`src/rtl/wb_pkg.sv`:
```
// Shared constants and encodings for the MEM/WB writeback stage.
package wb_pkg;

  localparam int unsigned XLEN       = 32;
  localparam int unsigned REG_ADDR_W = 5;

  typedef enum logic [1:0] {
    RES_ALU  = 2'b00,
    RES_LOAD = 2'b01,
    RES_PC4  = 2'b10
  } result_sel_e;

  typedef enum logic [2:0] {
    F3_LB  = 3'b000,
    F3_LH  = 3'b001,
    F3_LW  = 3'b010,
    F3_LBU = 3'b100,
    F3_LHU = 3'b101
  } load_f3_e;

endpackage

```
`src/rtl/wb_stage_load_extend.sv`:
```
// Combinational sub-word load extraction and sign/zero extension (module load_extend).
module load_extend
  import wb_pkg::*;
#(
  parameter int unsigned Xlen = XLEN
) (
  input  logic [Xlen-1:0] word_i,
  input  logic [1:0]      offset_i,
  input  logic [2:0]      funct3_i,
  output logic [Xlen-1:0] data_o
);

  logic [7:0]  byte_sel;
  logic [15:0] half_sel;

  always_comb begin
    byte_sel = word_i[7:0];
    unique case (offset_i)
      2'd0: byte_sel = word_i[7:0];
      2'd1: byte_sel = word_i[15:8];
      2'd2: byte_sel = word_i[23:16];
      2'd3: byte_sel = word_i[31:24];
      default: byte_sel = word_i[7:0];
    endcase
    // Misaligned halfwords fall back to the enclosing aligned halfword.
    half_sel = offset_i[1] ? word_i[31:16] : word_i[15:0];
  end

  always_comb begin
    data_o = word_i;
    case (funct3_i)
      F3_LB:   data_o = {{(Xlen-8){byte_sel[7]}}, byte_sel};
      F3_LBU:  data_o = {{(Xlen-8){1'b0}}, byte_sel};
      F3_LH:   data_o = {{(Xlen-16){half_sel[15]}}, half_sel};
      F3_LHU:  data_o = {{(Xlen-16){1'b0}}, half_sel};
      default: data_o = word_i;
    endcase
  end

endmodule

```
`src/rtl/wb_stage.sv`:
```
// MEM/WB stage: registers the MEM result, drives the register file write and the WB bypass.
// Optional retired-instruction counter enabled by WB_RETIRE_COUNT_EN.
module wb_stage
  import wb_pkg::*;
#(
  parameter int unsigned XLEN       = wb_pkg::XLEN,
  parameter int unsigned REG_ADDR_W = wb_pkg::REG_ADDR_W
) (
  input  logic                  clk,
  input  logic                  reset,
  input  logic                  stall,
  input  logic                  flush,
  input  logic                  mem_valid,
  input  logic                  mem_reg_write,
  input  logic [REG_ADDR_W-1:0] mem_rd,
  input  logic [1:0]            mem_result_sel,
  input  logic [2:0]            mem_funct3,
  input  logic [XLEN-1:0]       mem_alu_result,
  input  logic [XLEN-1:0]       mem_load_data,
  input  logic [XLEN-1:0]       mem_pc_plus4,
  output logic                  RegWrite,
  output logic [REG_ADDR_W-1:0] write_addr,
  output logic [XLEN-1:0]       write_data,
  output logic                  wb_fwd_valid,
  output logic [REG_ADDR_W-1:0] wb_fwd_rd,
  output logic [XLEN-1:0]       wb_fwd_data
`ifdef WB_RETIRE_COUNT_EN
  ,
  output logic [63:0]           instret
`endif
);

  logic                  valid_q, valid_d;
  logic                  reg_write_q, reg_write_d;
  logic [REG_ADDR_W-1:0] rd_q, rd_d;
  logic [1:0]            sel_q, sel_d;
  logic [2:0]            funct3_q, funct3_d;
  logic [XLEN-1:0]       alu_q, alu_d;
  logic [XLEN-1:0]       load_q, load_d;
  logic [XLEN-1:0]       pc4_q, pc4_d;
  logic [XLEN-1:0]       load_ext;

  always_comb begin
    valid_d     = valid_q;
    reg_write_d = reg_write_q;
    rd_d        = rd_q;
    sel_d       = sel_q;
    funct3_d    = funct3_q;
    alu_d       = alu_q;
    load_d      = load_q;
    pc4_d       = pc4_q;
    if (flush) begin
      valid_d     = 1'b0;
      reg_write_d = 1'b0;
    end else if (!stall) begin
      valid_d     = mem_valid;
      reg_write_d = mem_reg_write;
      rd_d        = mem_rd;
      sel_d       = mem_result_sel;
      funct3_d    = mem_funct3;
      alu_d       = mem_alu_result;
      load_d      = mem_load_data;
      pc4_d       = mem_pc_plus4;
    end
  end

  always_ff @(posedge clk) begin
    if (!reset) begin
      valid_q     <= 1'b0;
      reg_write_q <= 1'b0;
      rd_q        <= '0;
      sel_q       <= '0;
      funct3_q    <= '0;
      alu_q       <= '0;
      load_q      <= '0;
      pc4_q       <= '0;
    end else begin
      valid_q     <= valid_d;
      reg_write_q <= reg_write_d;
      rd_q        <= rd_d;
      sel_q       <= sel_d;
      funct3_q    <= funct3_d;
      alu_q       <= alu_d;
      load_q      <= load_d;
      pc4_q       <= pc4_d;
    end
  end

  load_extend #(
    .Xlen(XLEN)
  ) u_load_extend (
    .word_i  (load_q),
    .offset_i(alu_q[1:0]),
    .funct3_i(funct3_q),
    .data_o  (load_ext)
  );

  always_comb begin
    RegWrite   = valid_q & reg_write_q & (rd_q != '0);
    write_addr = rd_q;
    write_data = alu_q;
    unique case (sel_q)
      RES_LOAD: write_data = load_ext;
      RES_PC4:  write_data = pc4_q;
      default:  write_data = alu_q;
    endcase
    wb_fwd_valid = RegWrite;
    wb_fwd_rd    = write_addr;
    wb_fwd_data  = write_data;
  end

`ifdef WB_RETIRE_COUNT_EN
  logic [63:0] instret_q;

  // A held instruction retires only on the cycle it leaves the stage.
  always_ff @(posedge clk) begin
    if (!reset) begin
      instret_q <= '0;
    end else if (valid_q && !stall) begin
      instret_q <= instret_q + 64'd1;
    end
  end

  assign instret = instret_q;
`endif

endmodule
```
`config.mk`:
```
export PLATFORM = sky130hd
export DESIGN_NAME = wb_stage
export DESIGN_NICKNAME = d
export VERILOG_FILES = /design/src/rtl/wb_pkg.sv /design/src/rtl/wb_stage_load_extend.sv /design/src/rtl/wb_stage.sv
export SDC_FILE = /design/constraint.sdc
export NUM_CORES = 1
export LEC_CHECK = 0
export ABC_AREA = 1
export ABC_CLOCK_PERIOD_IN_PS = 1900
export BUFFER_PORTS_ARGS = -buffer_cell sky130_fd_sc_hd__buf_2
export CAP_MARGIN = 10
export CORE_UTILIZATION = 44
export CTS_BUF_LIST = sky130_fd_sc_hd__clkbuf_4 sky130_fd_sc_hd__clkbuf_8
export CTS_CLUSTER_SIZE = 8
export DETAILED_ROUTE_END_ITERATION = 6
export GPL_TIMING_DRIVEN = 0
export MAX_ROUTING_LAYER = met4
export PLACE_DENSITY = 0.77
export SYNTH_ARGS = -nofsm -noshare
export SYNTH_HDL_FRONTEND = slang
export SYNTH_SLANG_ARGS = --single-unit
```
`constraint.sdc`:
```
create_clock -name clk -period 1.9 [get_ports clk]
set_clock_uncertainty 0.2 [all_clocks]
set_input_delay 0.285 -clock clk [delete_from_list [all_inputs] [get_ports clk]]
set_output_delay 0.285 -clock clk [all_outputs]
set_load 0.01 [all_outputs]
```
== Yosys cells after proc, flatten, opt, wreduce, memory -nomap -nowiden ==
Cells that the tools add are included.
Operators by class
  $lt $le $gt $ge: 0
  add/sub/neg operators: 0
  eq/ne operators: 8
  multiply operators: 0
  bitwise logic cells: 5
  shifts and indexed selects: 0
  div/mod/pow operators: 0
  reduce and logical (&&, ||, !) cells: 5
  muxes and demuxes: 4
Operators by type and width (count)
  $pmux 32 s4: 1
  $pmux 32 s2: 1
  $pmux 8 s4: 1
  $mux 16: 1
  $eq 2x2->1 const B: 3
  $eq 3x3->1 const B: 2
  $reduce_bool 5->1: 1
  $eq 2x1->1 const B: 2
  $eq 3x1->1 const B: 1
  $logic_not 3->1: 1
  $not 1->1: 3
  $and 1x1->1: 2
  $logic_not 2->1: 1
  $reduce_and 2->1: 1
  $reduce_or 2->1: 1
Word-level totals
  memory bits (read-only): 0
  output and inout bits: 76
  logic and storage cells: 30
  memory bits (writable): 0
  bits in registers: 108
  latch bits: 0
  input port bits: 112
  memories kept: 0

== Longest topological paths before layout ==
Gate-level depths: netlist of run 1.
  depth in word-level cells: 4
  gate-level depth with buffers: 11

== Hierarchy ==
From an unflattened synthesis of run 1, not the netlist that was laid out.
Second synthesis, totals
  cell total of the unflattened synthesis: 1109
  area total of the unflattened synthesis: 6443.7 sq um
Modules (own cells, without submodules)
  wb_stage: area each 5520.3 sq um, times used 1, cells an instance 939
  load_extend: area each 923.4 sq um, times used 1, cells an instance 170

== Worst setup path before layout of run 1 ==
Ideal clock, no wire load.
  path kind: register to output
  start point: reg sel_q[0]
  end point: out write_data[0]
  required time: 1415 ps
  slack: -229 ps
  data arrival time: 1644 ps
  stages on the path, launching flop included: 9
  cell sequence: dfxtp_1 -> inv_1 -> ha_1 -> clkbuf_1 -> inv_1 -> clkbuf_1 -> nor2_1 -> a21oi_1 -> buf_4
Between the ends
  word-level cells in the longest chain between the ends: 2
  elaborated cells between the ends (all ways): 3
  classes of those cells: eq/ne (2); mux (1)
Ends and longest elaborated chain
  start: declaration: line wb_stage.sv:36  | logic [1:0] sel_q, sel_d;
  start signal: assignment: line wb_stage.sv:81  | sel_q <= sel_d;
  $eq 2x2->1 or $eq 2x1->1 (tied branches): line wb_stage.sv:102  | unique case (sel_q)
  $pmux 32 s2 (*): line wb_stage.sv:102
  end: declaration: line wb_stage.sv:23  | output logic [XLEN-1:0] write_data,
Every way passes the cells marked *; elsewhere a longest branch is shown, timed or not.

== Worst setup path after layout of run 1 ==
  start point: reg sel_q[0]
  end point: out write_data[19]
The elaborated chain is that of the path after synthesis.

==> out/summary.txt, run 1 <==
Hold Worst Slack: -0.005269 ns
Worst setup slack before clock tree synthesis: -0.4453 ns
RSZ-0062 raised after global routing: yes
Met2 routed WL: 12.06 mm
Clock tree root driver cell: sky130_fd_sc_hd__clkbuf_8
Max-slew headroom at the worst pin: 0.5512
Startpoint type of the worst setup path: flip-flop
Portion of the post-synthesis area used by sequential elements: 0.4023
Area share of fa/ha/maj cells after synthesis: 0.004657
I/O pin count: 188
TritonCTS Buffers: 9
Area Growth Syn to Fin: 74.27%
Reg2Reg Launch Point: funct3_q[1]$_SDFFE_PN0P_
Power Internal: 4.254 mW
Clock Sink Count: 108
CP required: 1.41 ns
Wire length on met1: 9.314 mm
Nets@finish: 1243
Final design instance area without fill: 9365 um2
Combinational family with the most area after synthesis: simple AND/OR/NAND/NOR gates
Critical path's most frequent cell: sky130_fd_sc_hd__buf_6
Max-cap violations: 0
Slowest cell on crit path: sky130_fd_sc_hd__dfxtp_2
Total of flip-flops plus latches after synthesis: 108
Max Used Layer: met4
Overflow after GRT: 0
Worst-case register-to-register setup slack: 0.67 ns
Post-layout instance count excluding filler cells: 1277
Portion of total power attributed to the clock network: 0.215
Number of antenna repair diodes: 0
Post-Synthesis Net Count: 919
Deepest level of the CTS H-tree: 3
Number of vias after detailed routing: 7213
Setup-failing EPs final: 64
Hold crit path type: in2reg
Hold endpoint: load_q[19]$_SDFFE_PN0P_
Total wire length: 25.12 mm
Die W: 112.5 um
Post-layout worst setup margin: -0.6028 ns
Count of cells along the worst register-to-register path: 4
Worst vdd ir: 0.4675 mV
Total power per unit cell area: 717.8 nW/um2
Average size of a mapped cell: 6.676 um2
Proportion of layout cells with a drive suffix above 1: 0.4215
Average routed wire per standard cell: 19.67 um
Relative contribution of combinational cells to total power: 0.402
Post-synthesis compound-gate area fraction: 0.1967
Standard cell area after detailed placement: 6599 um2
Hold path depth: 3
Number of distinct standard cells referenced by the synthesized netlist: 29
First-pass GRT wire length: 34.40 mm
Drt first pass iters: 7
Result of the run: complete, but fails checks
Quantity of I/O buffers inserted on ports: 186
Post-detailed-placement half-perimeter wirelength: 13.57 mm
Worst setup path class: reg2out
Largest fanout on the critical path: 10
Gate Count Post-Synth: 805
Clock transition at the registers of the reported paths: 0.12 ns
Synthesized area: 5374 um2
Area fraction in and, or, nand and nor cells after synthesis: 0.2820
CTS tree: done
Worst reg2reg path endpoint: funct3_q[1]$_SDFFE_PN0P_
XOR/XNOR Fraction of Synth Area: 0
Vias in the first global route: 6811
Number of placed cells counting well taps: 1134
Ordered list of cells on the worst path: inv_2 -> ha_4 -> clkbuf_2 -> a21oi_1 -> a21oi_4 -> buf_6 -> buf_6
Power dissipated by switching net loads: 2.468 mW
Crit path capture type: output pin
Maximum operating frequency: 399.6 MHz
Effective utilization at floorplan: 0.4608
Final hold vios: 2
Global placement routability congestion: 0.9570
Number of antenna violations at the first check in global routing: 0
Bufs on Longest Clock Path: 2
Net Sw Frac: 0.3671
Violation count after the first detailed-routing iteration: 737
Worst path arrival time: 2.02 ns
Sequential fraction of design power: 0.383
Worst-margin pin slew: 0.6733 ns
Tmin final: 2.503 ns
Count of antenna-violating nets left after detailed routing: 0
Tcrit/Tclk final: 1.317
Remaining routing DRC violations: 0
Via-per-instance ratio: 5.648
Clk Latency, worst-skew pair: 0.39 ns
Die Ht: 112.5 um
Core footprint: 11660 um2
Yosys warning count: 0
Hold path start: mem_load_data[19]
Gr usage total: 0.3639
Critical Path Max Stage Delay: 0.39 ns
Leak: 4.424 nW
Violated checks: hold timing, setup timing
Total die area: 12660 um2
Post-Route Setup TNS: -32.54 ns
Std cell rows: 39
Portion of netlist area occupied by mux cells: 0
Detailed-routed wire length on met3: 2.257 mm
Pins over their slew limit: 0
Pin count of the biggest net entering global routing: 20
layout by cell type (no fill, tap or decap), drive strengths merged:
cell type / synthesis / layout
nand3b: 1 / 1
inv: 23 / 25
nand2: 87 / 87
nor2: 265 / 265
nand3: 20 / 20
ha: 2 / 2
or2: 2 / 2
clkinv: 0 / 4
buf: 49 / 259
a21oi: 86 / 86
nor3: 1 / 1
o21ai: 115 / 115
dlygate4sd3: 0 / 103
dfxtp: 108 / 108
clkbuf: 43 / 53
o211ai: 1 / 1
o22ai: 1 / 1
nand4: 1 / 1
how the worst max path moves through the flow:
stage | startpoint | end | slack (ns)
2_1_floorplan | sel_q[1]$_SDFFE_PN0P_ | write_data[16] | -0.02
3_3_place_gp | sel_q[1]$_SDFFE_PN0P_ | write_data[10] | -0.45
6_report | sel_q[0]$_SDFFE_PN0P_ | write_data[19] | -0.60
5_1_grt | sel_q[1]$_SDFFE_PN0P_ | write_data[19] | -0.60
3_5_place_dp | sel_q[1]$_SDFFE_PN0P_ | write_data[10] | -0.45
4_1_cts | alu_q[1]$_SDFFE_PN0P_ | write_data[18] | -0.58
kinds of logic after synthesis:
logic type	Yosys count
compound gates	203
fa+ha+maj	2
buf+inv	115
flops	108
simple gates	377
what timing repair did:
item	CTS	global route
gates resized for setup	151	175
hold endpoints to repair	100	0
pin swaps	26	43
hold buffers	103	0
setup buffers	17	5
setup endpoints to repair	64	66
cloned	7	0
Yosys cell counts, drive strengths merged:
master | instances | area share
dfxtp | 108 | 0.40
nor2 | 265 | 0.19
clkbuf | 43 | 0.030
nand3b | 1 | 0.0014
o211ai | 1 | 0.0014
nand2 | 87 | 0.069
a21oi | 86 | 0.087
ha | 2 | 0.0047
or2 | 2 | 0.0023
o22ai | 1 | 0.0012
o21ai | 115 | 0.11
nand3 | 20 | 0.022
inv | 23 | 0.017
nand4 | 1 | 0.0012
buf | 49 | 0.067
nor3 | 1 | 0.00093
worst max-delay path, delay by kind of cell (launching register included):
kind / cells / cell delay, ns
AO/OA/AOI/OAI: 2 / 0.49
flip-flops: 1 / 0.39
adder cells (fa/ha/maj): 1 / 0.18
buffers and inverters: 4 / 0.55
through the flow:
| stage | power (mW) | utilization |
|---|---|---|
| after floorplan | 3.586 | - |
| after detailed placement | 4.187 | 0.5658 |
| after CTS | 6.172 | 0.7475 |
| final | 6.722 | 0.8030 |
| after global placement | 4.170 | 0.5658 |
| after global routing | 6.920 | 0.8030 |
layer usage:
layer	track usage	vias up
met1	0.4183	3321
met4	0.1956	0
met5	-	-
met3	0.05454	137
li1	-	3216
met2	0.6124	539
registers in the layout, summed over array words and instances (netlist names):
register	flops
wb_fwd_rd	5
pc4_q	32
alu_q	32
funct3_q	3
valid_q	1
reg_write_q	1
sel_q	2
load_q	32
power groups by stage:
stage          logic, mW  registers, mW  clock network [mW]
2_1_floorplan       1.06           2.53                   0
3_3_place_gp        1.60           2.57                   0
3_5_place_dp        1.62           2.57                   0
4_1_cts             2.24           2.53                1.41
5_1_grt             2.82           2.58                1.52
6_report            2.70           2.57                1.45
layout make-up:
cell class                      instances  area (um2)
Fill cell                             712        2297
Buffer                                 88       700.7
Multi-Input combinational cell        582        3523
Sequential cell                       108        2183
Timing Repair Buffer                  317        2471
Tap cell                              143       178.9
Inverter                               23       113.9
Clock inverter                          6       56.30
Clock buffer                           10       137.6
(Power assumes the default switching activity.)
==> run 2: changes to the inputs <==
--- a/config.mk
+++ b/config.mk
@@ -15,7 +15,7 @@
 export DETAILED_ROUTE_END_ITERATION = 6
 export GPL_TIMING_DRIVEN = 0
 export MAX_ROUTING_LAYER = met4
-export PLACE_DENSITY = 0.77
+export PLACE_DENSITY = 0.75
 export SYNTH_ARGS = -nofsm -noshare
 export SYNTH_HDL_FRONTEND = slang
 export SYNTH_SLANG_ARGS = --single-unit
==> run 2 against run 1 <==
Against the previous run:
- the run ends with setup timing left
- sequential power is essentially flat
- critical path depth increased by 3
- routed wire length decreased by 3.0%
- clock-buffer cell count down 1
- worst hold slack gained 0.016 ns
==> out/summary.txt, run 2 (synthesis results as in run 1) <==
Result of the run: complete, but fails checks (unchanged)
Violated checks: setup timing (was hold timing, setup timing)
Peak-usage layer in the global routing report: met2 (unchanged)
First-pass GRT wire length: 33.52 mm (was 34.40 mm)
Nets@finish: 1251 (was 1243)
Overflow after GRT: 0 (unchanged)
Hold Worst Slack: 0.01102 ns (was -0.005269 ns)
Die Ht: 112.5 um (unchanged)
Relative contribution of combinational cells to total power: 0.388 (was 0.402)
Effective utilization at floorplan: 0.4608 (unchanged)
TritonCTS Buffers: 9 (unchanged)
Vias in the first global route: 6618 (was 6811)
Leak: 4.328 nW (was 4.424 nW)
Net Sw Frac: 0.3553 (was 0.3671)
I/O pin count: 188 (unchanged)
Final design instance area without fill: 9200 um2 (was 9365 um2)
Commonest non-fill, non-tap cell in the layout: sky130_fd_sc_hd__nor2_1 (unchanged)
Hold crit path type: in2reg (unchanged)
Total power per unit cell area: 730.9 nW/um2 (was 717.8 nW/um2)
GRT met2 Usage: 0.5901 (was 0.6124)
Count of cells along the worst register-to-register path: 4 (unchanged)
Final hold vios: 0 (was 2)
Global placement routability congestion: 0.9502 (was 0.9570)
Power Internal: 4.335 mW (was 4.254 mW)
Die W: 112.5 um (unchanged)
Maximum operating frequency: 389.6 MHz (was 399.6 MHz)
Number of antenna violations at the first check in global routing: 1 (was 0)
M1 GR Usage: 0.4190 (was 0.4183)
Count of antenna-violating nets left after detailed routing: 0 (unchanged)
Standard cell area after detailed placement: 6599 um2 (unchanged)
Core footprint: 11660 um2 (unchanged)
Hold path depth: 3 (unchanged)
Clock Sink Count: 108 (unchanged)
Setup-failing EPs final: 64 (unchanged)
Gr usage total: 0.3525 (was 0.3639)
Most frequent cells in the layout: 241 x sky130_fd_sc_hd__nor2_1, 161 x sky130_fd_sc_hd__buf_2, 111 x sky130_fd_sc_hd__o21ai_0 (was 217 x sky130_fd_sc_hd__nor2_1, 156 x sky130_fd_sc_hd__buf_2, 110 x sky130_fd_sc_hd__o21ai_0)
Proportion of layout cells with a drive suffix above 1: 0.3800 (was 0.4215)
Post-layout worst setup margin: -0.6668 ns (was -0.6028 ns)
Drt first pass iters: 6 (was 7)
Sequential fraction of design power: 0.379 (was 0.383)
Pins over their slew limit: 0 (unchanged)
Tcrit/Tclk final: 1.351 (was 1.317)
Total wire length: 24.37 mm (was 25.12 mm)
Worst setup path class: reg2out (unchanged)
Tmin final: 2.567 ns (was 2.503 ns)
Deepest level of the CTS H-tree: 3 (unchanged)
Worst-margin pin slew: 0.6630 ns (was 0.6733 ns)
Pin count of the biggest net entering global routing: 21 (was 20)
Largest fanout on the critical path: 10 (unchanged)
Clock tree root driver cell: sky130_fd_sc_hd__clkbuf_8 (unchanged)
Via-per-instance ratio: 5.557 (was 5.648)
Startpoint type of the worst setup path: flip-flop (unchanged)
CTS tree: done (unchanged)
Average routed wire per standard cell: 18.95 um (was 19.67 um)
Quantity of I/O buffers inserted on ports: 186 (unchanged)
Remaining routing DRC violations: 0 (unchanged)
Largest regs: alu_q: 32 flops, load_q: 32 flops, pc4_q: 32 flops (unchanged)
Std cell rows: 39 (unchanged)
Worst path arrival time: 2.08 ns (was 2.02 ns)
Bufs on Longest Clock Path: 2 (unchanged)
Number of vias after detailed routing: 7146 (was 7213)
Crit path capture type: output pin (unchanged)
Portion of total power attributed to the clock network: 0.233 (was 0.215)
Met3 usage in global routing: 0.06156 (was 0.05454)
RSZ-0062 raised after global routing: yes (unchanged)
Clk Latency, worst-skew pair: 0.39 ns (about the same)
Area Growth Syn to Fin: 71.20% (was 74.27%)
Violation count after the first detailed-routing iteration: 776 (was 737)
Fill cell total of the finished layout: 759 (was 712)
Post-detailed-placement half-perimeter wirelength: 13.46 mm (was 13.57 mm)
Max-slew headroom at the worst pin: 0.5580 (was 0.5512)
Max-cap violations: 0 (unchanged)
Clock transition at the registers of the reported paths: 0.11 ns (was 0.12 ns)
Worst vdd ir: 0.4203 mV (was 0.4675 mV)
CP required: 1.41 ns (about the same)
Power dissipated by switching net loads: 2.389 mW (was 2.468 mW)
Total die area: 12660 um2 (unchanged)
==> run 2: path summary, 6_finish.rpt <==
kind / from / end / slack [ns]
max: sel_q[1]$_SDFFE_PN0P_ / write_data[29] / -0.67
min: mem_funct3[0] / funct3_q[0]$_SDFFE_PN0P_ / 0.01
max reg2reg: funct3_q[1]$_SDFFE_PN0P_ / funct3_q[1]$_SDFFE_PN0P_ / 0.69
min reg2reg: load_q[2]$_SDFFE_PN0P_ / load_q[2]$_SDFFE_PN0P_ / 0.32
==> run 2: power by group through the flow <==
| stage | Clock (mW) | Combinational (mW) | Sequential, mW |
|---|---|---|---|
| final | 1.57 | 2.61 | 2.55 |
| after global routing | 1.64 | 2.75 | 2.56 |
| after CTS | 1.54 | 2.15 | 2.53 |
| after detailed placement | 0 | 1.62 | 2.56 |
| after global placement | 0 | 1.60 | 2.57 |
| after floorplan | 0 | 1.06 | 2.53 |
==> run 2: repair_timing <==
action | CTS | global route
endpoints found under the setup margin | 64 | 66
pin swaps | 30 | 36
endpoints found under the hold margin | 104 | 0
hold buffers | 107 | 0
buffers inserted | 19 | 6
resized for setup | 123 | 118
gates cloned | 4 | 1
==> run 2: cell type report <==
cell class	instances	area, um2	area share
diodes	1	2.502	0.0002720
multi-input cells	583	3291	0.3577
repair buffers	322	2515	0.2734
plain buffers	90	716.9	0.07793
inverters	23	103.9	0.01129
clock buffers	9	123.9	0.01346
flip-flops and latches	108	2177	0.2366
clock inverters	7	91.34	0.009928
well taps	143	178.9	0.01945
==> run 2: layer usage <==
layer / up-vias / wire length (um)
li1: 3231 / -
met1: 3232 / 9072
met2: 540 / 11490
met3: 143 / 2266
met4: 0 / 1541
met5: - / 0
==> run 2: critical path, stage by stage (launching register included) <==
cell and delay (ns):
sky130_fd_sc_hd__dfxtp_2 0.35, sky130_fd_sc_hd__inv_2 0.07, sky130_fd_sc_hd__ha_4 0.13, sky130_fd_sc_hd__clkbuf_8 0.13
sky130_fd_sc_hd__inv_4 0.07, sky130_fd_sc_hd__clkbuf_16 0.18, sky130_fd_sc_hd__nor2_1 0.16, sky130_fd_sc_hd__nand2_1 0.15
sky130_fd_sc_hd__a21oi_4 0.22, sky130_fd_sc_hd__buf_4 0.15, sky130_fd_sc_hd__buf_6 0.09
==> run 2: stage by stage <==
stage | setup TNS (ns) | setup WS [ns] | std cells | utilization | power (mW)
3_5_place_dp | -14.16 | -0.4291 | 1134 | 0.5658 | 4.180
2_1_floorplan | -0.06986 | -0.01747 | 805 | - | 3.586
6_report | -33.65 | -0.6668 | 1286 | 0.7889 | 6.724
3_3_place_gp | -14.46 | -0.4357 | 1134 | 0.5658 | 4.167
4_1_cts | -30.03 | -0.5709 | 1279 | 0.7397 | 6.222
5_1_grt | -36.82 | -0.7142 | 1286 | 0.7889 | 6.947
